File: src/rtl/wbc_lclk_pkg.sv
// Shared constants and types for the wbc_lclk line-time clock (KW11-L class).
// Offsets, CSR bit positions, the CSR read mask and a byte-lane merge helper.
package wbc_lclk_pkg;

    localparam logic [1:0]  LCLK_OFS_CNT  = 2'd0;
    localparam logic [1:0]  LCLK_OFS_CSR  = 2'd2;
    localparam int          LCLK_MON      = 7;
    localparam int          LCLK_IE       = 6;
    localparam logic [15:0] LCLK_CSR_MASK = 16'o000300;

    typedef struct packed {
        logic mon;
        logic ie;
        logic pend;
    } lclk_csr_t;

    function automatic logic [15:0] lclk_merge(input logic [15:0] old_v,
                                               input logic [15:0] new_v,
                                               input logic [1:0]  sel);
        lclk_merge = old_v;
        if (sel[0]) lclk_merge[7:0]  = new_v[7:0];
        if (sel[1]) lclk_merge[15:8] = new_v[15:8];
    endfunction

endpackage

File: src/rtl/wbc_lclk_presc.sv
// Free-running 1 ms strobe prescaler; tick_o is combinational so the CSR and
// interrupt logic can act on the same edge that samples the wrapping strobe.
module wbc_lclk_presc
    import wbc_lclk_pkg::*;
#(
    parameter int PERIOD_MS = 20
) (
    input  logic clk,
    input  logic rst_n,
    input  logic ena_ms_i,
    output logic tick_o
);

    logic [7:0] r_cnt;
    logic       w_wrap;

    assign w_wrap = (r_cnt == 8'(PERIOD_MS - 1));
    assign tick_o = ena_ms_i & w_wrap;

    always_ff @(posedge clk or negedge rst_n) begin
        if (!rst_n) begin
            r_cnt <= '0;
        end else if (ena_ms_i) begin
            r_cnt <= w_wrap ? 8'd0 : r_cnt + 8'd1;
        end
    end

endmodule

File: src/rtl/wbc_lclk.sv
// Wishbone line-time clock: CSR at offset 2, optional tick counter at offset 0
// built only when CONFIG_WBC_LCLK_COUNTER_EN is defined.
module wbc_lclk
    import wbc_lclk_pkg::*;
#(
    parameter int PERIOD_MS = 20
) (
    input  logic        wb_clk_i,
    input  logic        wb_rst_n,
    input  logic        init_i,
    input  logic        ena_ms_i,
    input  logic [1:0]  wb_adr_i,
    input  logic [15:0] wb_dat_i,
    output logic [15:0] wb_dat_o,
    input  logic        wb_cyc_i,
    input  logic        wb_we_i,
    input  logic [1:0]  wb_sel_i,
    input  logic        wb_stb_i,
    output logic        wb_ack_o,
    output logic        irq_o,
    input  logic        iack_i
);

    logic        w_tick;
    logic        w_req;
    logic        w_wr;
    logic        w_wr_csr;
    logic        r_ack;
    logic [15:0] r_dat;
    logic [15:0] w_rd_val;
    logic [15:0] w_csr_rd;
    logic [15:0] w_cnt_rd;
    lclk_csr_t   r_csr;
    lclk_csr_t   w_csr_nxt;

    wbc_lclk_presc #(.PERIOD_MS(PERIOD_MS)) u_presc (
        .clk      (wb_clk_i),
        .rst_n    (wb_rst_n),
        .ena_ms_i (ena_ms_i),
        .tick_o   (w_tick)
    );

    assign w_req    = wb_cyc_i & wb_stb_i & ~r_ack;
    assign w_wr     = w_req & wb_we_i;
    assign w_wr_csr = w_wr & (wb_adr_i == LCLK_OFS_CSR) & wb_sel_i[0];

    // Order matters: write IE, then tick forces MON, then pend uses the new IE.
    always_comb begin
        w_csr_nxt = r_csr;
        if (init_i) begin
            w_csr_nxt = '0;
        end else begin
            if (w_wr_csr) begin
                w_csr_nxt.ie = wb_dat_i[LCLK_IE];
                if (!wb_dat_i[LCLK_MON]) w_csr_nxt.mon = 1'b0;
            end
            if (w_tick) w_csr_nxt.mon = 1'b1;
            if (!w_csr_nxt.ie)
                w_csr_nxt.pend = 1'b0;
            else if (w_tick || (!r_csr.ie && w_csr_nxt.mon))
                w_csr_nxt.pend = 1'b1;
            else if (iack_i)
                w_csr_nxt.pend = 1'b0;
        end
    end

    assign w_csr_rd = {8'h00, r_csr.mon, r_csr.ie, 6'h00} & LCLK_CSR_MASK;

`ifdef CONFIG_WBC_LCLK_COUNTER_EN
    logic [15:0] r_cnt;
    logic        w_wr_cnt;

    assign w_wr_cnt = w_wr & (wb_adr_i == LCLK_OFS_CNT) & (|wb_sel_i);

    always_ff @(posedge wb_clk_i or negedge wb_rst_n) begin
        if (!wb_rst_n) begin
            r_cnt <= '0;
        end else if (w_wr_cnt) begin
            r_cnt <= lclk_merge(r_cnt, wb_dat_i, wb_sel_i);
        end else if (w_tick) begin
            r_cnt <= r_cnt + 16'd1;
        end
    end

    assign w_cnt_rd = r_cnt;
`else
    logic w_unused;

    assign w_cnt_rd = '0;
    assign w_unused = ^{wb_dat_i[15:8], wb_dat_i[5:0], wb_sel_i[1]};
`endif

    always_comb begin
        w_rd_val = '0;
        case (wb_adr_i)
            LCLK_OFS_CNT: w_rd_val = w_cnt_rd;
            LCLK_OFS_CSR: w_rd_val = w_csr_rd;
            default:      w_rd_val = '0;
        endcase
    end

    always_ff @(posedge wb_clk_i or negedge wb_rst_n) begin
        if (!wb_rst_n) begin
            r_ack <= 1'b0;
            r_dat <= '0;
            r_csr <= '0;
        end else begin
            r_ack <= w_req;
            r_dat <= (w_req & ~wb_we_i) ? w_rd_val : 16'h0000;
            r_csr <= w_csr_nxt;
        end
    end

    assign wb_ack_o = r_ack;
    assign wb_dat_o = r_dat;
    assign irq_o    = r_csr.pend;

endmodule
File: config.mk
export PLATFORM = sky130hd
export DESIGN_NAME = wbc_lclk
export DESIGN_NICKNAME = d
export VERILOG_FILES = /design/src/rtl/wbc_lclk_pkg.sv /design/src/rtl/wbc_lclk_presc.sv /design/src/rtl/wbc_lclk.sv
export SDC_FILE = /design/constraint.sdc
export NUM_CORES = 1
export LEC_CHECK = 0
export BUFFER_PORTS_ARGS = -buffer_cell sky130_fd_sc_hd__buf_2
export CORE_ASPECT_RATIO = 0.9
export CORE_MARGIN = 4
export CORE_UTILIZATION = 42
export CTS_CLUSTER_SIZE = 24
export DETAILED_ROUTE_END_ITERATION = 10
export GPL_ROUTABILITY_DRIVEN = 0
export HOLD_SLACK_MARGIN = 0.12
export PLACE_DENSITY = 0.77
export SLEW_MARGIN = 30
export SYNTH_ARGS = -nofsm -noshare
export SYNTH_HDL_FRONTEND = slang
export SYNTH_SLANG_ARGS = --single-unit
export TNS_END_PERCENT = 10
File: constraint.sdc
create_clock -name wb_clk_i -period 1.6 [get_ports wb_clk_i]
set_input_delay 0.32 -clock wb_clk_i [delete_from_list [all_inputs] [get_ports wb_clk_i]]
set_output_delay 0.32 -clock wb_clk_i [all_outputs]
set_load 0.005 [all_outputs]
* Word level (Yosys, flattened, before mapping)
Cells that the tools add are included.
** Operators by class
- Equality and inequality tests :: 3
- Reduce and logical (&&, ||, !) cells :: 3
- Div/mod/pow operators :: 0
- Mux-type cells :: 12
- Add/subtract/negate cells :: 1
- Multipliers :: 0
- Magnitude comparators :: 0
- Bitwise gates (word level) :: 9
- Shift-type cells :: 0
** Operator list (number)
- two-way mux 16 bit :: 1
- two-way mux 8 bit :: 2
- adder 8 x 1 -> 8 bit (second input constant) :: 1
- equality test 8 x 5 -> 1 bit (second input constant) :: 1
- bitwise AND 1 bit :: 7
- two-way mux 1 bit :: 6
- two-way mux 2 bit :: 2
- != test 4 bit (second input constant) :: 1
- two-way mux 3 bit :: 1
- equality test 2 bit (second input constant) :: 1
- inverter 1 bit :: 2
- logical AND 1 bit :: 1
- zero test 1 bit :: 1
- logical OR 1 bit :: 1
** Storage, ports and cells
- Memories :: 0
- Output and inout port bits :: 18
- Bits in latches :: 0
- Logic and storage cells :: 34
- Memory bits (read-only) :: 0
- Memory bits (writable) :: 0
- Register bits :: 28
- Input bits :: 28

* Depth between registers and ports, before layout
- Word-level depth :: 14
- Gate-level depth with buffers :: 4
- Mapped depth without buffers :: 4

* Modules after synthesis
A second synthesis with hierarchy kept.
** Unflattened totals
- Cells, all modules :: 77
- Area, all modules :: 802.0 um2
** Modules (own cells, without submodules)
- wbc_lclk_presc :: cells an instance 37, times used 1, seq. area each 200.2 um2, area an instance 409.1 um2
- wbc_lclk :: cells an instance 40, times used 1, seq. area each 150.1 um2, area an instance 392.9 um2

* Worst setup path after synthesis
Ideal clock, no wire load.
- Path type :: reg2reg
- Start point :: register r_ack (netlist: wb_ack_o)
- End point :: register r_csr (netlist bit irq_o)
- Buffers on the path :: 0
- Path slack :: 0.357 ns
- Clock period less this slack :: 1.243 ns
- Required time :: 1.514 ns
- Library setup time :: 0.086 ns
- Cell stages (with the launch flop) :: 4
- Arrival time :: 1.157 ns
- Path through :: dfrtp_1 nand3b_4 or4_4 a32oi_1
** On the way
- Longest elaborated chain between the ends :: 14
- Elaborated cells on any way between the ends :: 15
- Those cells by class :: 1 x eq/ne; 7 x mux; 5 x bitwise; 2 x reduce/logical
** Ends and longest elaborated chain
- start: declaration :: RTL line wbc_lclk.sv:28 : logic r_ack;
- start signal: assignment :: RTL line wbc_lclk.sv:108 : r_ack <= w_req;
- inverter 1 bit * :: RTL line wbc_lclk.sv:43 : assign w_req = wb_cyc_i & wb_stb_i & ~r_ack;
- bitwise AND 1 bit * :: RTL line wbc_lclk.sv:43
- bitwise AND 1 bit * :: RTL line wbc_lclk.sv:44 : assign w_wr = w_req & wb_we_i;
- bitwise AND 1 bit * (2 in series) :: RTL line wbc_lclk.sv:45 : assign w_wr_csr = w_wr & (wb_adr_i == LCLK_OFS_CSR) & wb_sel_i[0];
- two-way mux 2 bit * :: RTL line wbc_lclk.sv:53 : if (w_wr_csr) begin
- two-way mux 2 bit * :: RTL line wbc_lclk.sv:50 : if (init_i) begin
- two-way mux 1 bit :: RTL line wbc_lclk.sv:57 : if (w_tick) w_csr_nxt.mon = 1'b1;
- two-way mux 1 bit :: RTL line wbc_lclk.sv:50
- logical AND 1 bit :: RTL line wbc_lclk.sv:60 : else if (w_tick || (!r_csr.ie && w_csr_nxt.mon))
- logical OR 1 bit :: RTL line wbc_lclk.sv:60
- two-way mux 1 bit :: RTL line wbc_lclk.sv:60
- two-way mux 1 bit :: RTL line wbc_lclk.sv:58 : if (!w_csr_nxt.ie)
- two-way mux 3 bit :: RTL line wbc_lclk.sv:50
- end signal: assignment :: RTL line wbc_lclk.sv:110 : r_csr <= w_csr_nxt;
- end: declaration :: RTL line wbc_lclk.sv:33 : lclk_csr_t r_csr;
Mark *: on every way between the ends. The rest lies on a longest branch, timed or not. The select of a mux whose other input is x is not followed.
A chain may end at the register's enable or synchronous reset.

* Final worst setup path
Same ends and word-level chain as after synthesis.

==> impl_metrics.py <==
metrics = {
    "die": {
        "coreArea_sq_um": 1750,
        "boundaryPins": 46,
        "die_w_um": 54.2,
        "dieArea_sq_um": 2690,
        "core.rowCount": 14,
        "start_util_pct": 46.1,
        "die_h_um": 49.6,
    },
    "synthesis": {
        "synth_cell_types": 31,
        "ys_seq_area_share_pct": 43.4,
        "synth_warnings": 0,
        "synthCells": 78,
        "synth-seq-cells": 14,
        "avgSynthCellArea_sq_um": 10.3,
        "synth_area_sq_um": 807,
    },
    "layout": {
        "utilization_pct": 51.2,
        "nets": 126,
        "drive_gt1_share_pct": 26.0,
        "finalNonFillerCells": 120,
        "n_antenna_cell": 0,
        "multiInputGateArea_sq_um": 375,
        "layout.cells.most_common_list": "buf_2 (16), conb_1 (14), dfrtp_1 (14), nand2_1 (5), nand4_1 (5)",
        "mostFrequentLayoutCell": "buf_2",
        "n_fill_cell": 179,
        "areaGrowthSynthToFinish_pct": 11.2,
        "regArea_sq_um": 350,
    },
    "grt": {
        "grt_max_degree": 15,
        "first_global_vias": 496,
        "grt_pass1_wl_um": 2210,
        "grt_overflow": 0,
        "antenna_found_initial": 0,
        "grt_use_total_pct": 11.9,
    },
    "power_and_ir_drop": {
        "cellLeakagePower_nw": 0.468,
        "max-vdd-ir-drop_v": 0.000598,
        "power_density_nw_per_um2": 1210,
        "p_total_mw": 1.09,
    },
    "sta": {
        "fin_worst_skew_ns": 0.00793,
        "hold_viol": 0,
        "timing.final.ws_setup_ns": 0.291,
        "fin_crit_sh_pct": 81.8,
        "slew_viol_final": 0,
        "setup_tns_ns": 0,
        "period_minus_slack_ns": 1.31,
        "grt_setup_unrepaired": "no",
        "finalSetupViolations": 0,
        "max_freq_mhz": 764,
    },
    "detailed_routing": {
        "avgRoutedWirePerCell_um": 11.4,
        "drc": 0,
        "dr.pass1.iters": 4,
        "via_count": 571,
        "drt_iter0_markers": 7,
        "wirelength_um": 1370,
        "vias_per_cell": 4.76,
        "drtAntennaViolNets": 0,
    },
    "hold_path": {
        "holdPathStages": 2,
        "holdCritPathClass": "in2reg",
    },
    "cts": {
        "cts-root-buf": "clkbuf_4",
        "cts_buffers": 3,
        "clk_pin_slew_ns": 0.09,
        "cts_setup_buffers": 0,
        "insertion_delay_ns": 0.29,
        "cts.path.max_buffers": 2,
        "cts_tree": "built",
        "cts_sinks": 14,
        "htreeDepth": 1,
    },
    "setup_path": {
        "r2r-end": "irq_o",
        "critPathKind": "reg2reg",
        "reg2reg_from": "wb_ack_o",
        "required_ns": 1.80,
        "path_max_fanout": 6,
        "r2r_slack_ns": 0.29,
        "end_kind": "flop",
        "start_kind": "flop",
        "rr_worst_depth": 3,
        "crit_arrival_ns": 1.51,
        "crit_end": "irq_o",
        "crit_path_start": "wb_ack_o",
    },
    "placed_design": {
        "place.port_buffers": 16,
        "place_ws_ns": 0.271,
        "placedCellCount": 115,
    },
    "flow_run": {
        "max_cap_violations": 0,
    },
    "outcome": {
        "outcome": "finished clean",
    },
}
[logic make-up (layout without fill, tap and decap cells)]
logic type / after synthesis / count (layout) / synth area share, %
xor gates and xnor gates: 4 / 4 / 4.34
adders and majority gates: 1 / 1 / 1.55
other: 1 / 14 / 0.465
buffers and inverters: 20 / 25 / 16.1
and+or+nand+nor: 26 / 26 / 23.6
AOI/OAI and AO/OA: 12 / 12 / 10.5
DFF: 14 / 14 / 43.4
[critical path: stages (launching register included)]
cell and delay, ns:
dfrtp_1 0.39, nand3b_4 0.19, or4_4 0.50, a32oi_1 0.16
[registers in the layout, indices dropped and copies added (netlist names)]
name	flops
u_presc.r_cnt	8
wb_ack_o	1
r_csr	2
wb_dat_o	2
irq_o	1
[worst min-delay path by stage]
stage / start / endpoint / slack (ns)
6_report: init_i / r_csr[2] / 0.20
5_1_grt: init_i / r_csr[2] / 0.19
4_1_cts: init_i / r_csr[2] / 0.19
3_5_place_dp: wb_rst_n / u_presc.r_cnt[5] / 0.23
3_3_place_gp: wb_rst_n / u_presc.r_cnt[3] / 0.22
2_1_floorplan: wb_rst_n / irq_o / 0.02
[synthesized netlist by cell type]
cell / number / area share [%]
o22ai_1: 1 / 0.78
ha_1: 1 / 1.6
nand2_1: 5 / 2.3
nor2_1: 2 / 0.93
a211oi_1: 1 / 0.93
xor2_1: 2 / 2.2
inv_1: 4 / 1.9
xnor2_1: 2 / 2.2
and2_1: 2 / 1.6
o21ai_0: 2 / 1.2
a21oi_1: 1 / 0.62
nand4b_2: 1 / 1.9
nand2b_1: 3 / 2.3
a21o_1: 1 / 0.93
or4_4: 1 / 1.4
o31ai_1: 1 / 0.93
nand4_1: 5 / 3.9
conb_1: 1 / 0.46
nor4b_1: 1 / 1.1
nor2b_1: 2 / 1.6
buf_2: 2 / 1.2
o21ai_1: 1 / 0.62
and3_1: 2 / 1.6
buf_4: 14 / 13
a21bo_2: 1 / 1.2
dfrtp_1: 14 / 43
a22o_1: 1 / 1.1
nand3b_4: 1 / 2.5
o311ai_0: 1 / 1.1
nor4_4: 1 / 2.6
a32oi_1: 1 / 1.1
[through the flow]
stage	instance area [sq um]	hold slack, ns
finish	897	0.199
global route	897	0.192
CTS	897	0.189
detailed placement	851	0.231
global placement	851	0.221
floorplan	856	0.0244
[layer usage]
metal / up-vias / share of wire, % / global-route usage [%]
met5: - / 0 / 0
met4: 0 / 2.5 / 6.22
met3: 5 / 9.6 / 7.23
met2: 23 / 48 / 15.9
met1: 265 / 40 / 14.7
li1: 278 / - / -
[power breakdown]
part / internal (mW) / switching (mW) / leakage (nW) / total (mW)
registers: 0.432 / 0.128 / 0.181 / 0.560
logic: 0.146 / 0.125 / 0.265 / 0.271
clock network: 0.139 / 0.117 / 0.0210 / 0.255
[final cells by class]
class                           count  area share [%]
Multi-Input combinational cell     57            41.8
Inverter                            4            1.67
Timing Repair Buffer               17            10.0
Sequential cell                    14            39.1
Tap cell                           24            3.35
Clock buffer                        4            4.04
[repair_timing]
action                                 in CTS  in global routing
endpoints found under the hold margin      14                  0
hold buffers                                1                  0
gates resized for setup                     0                  0
(Power assumes the default switching activity.)
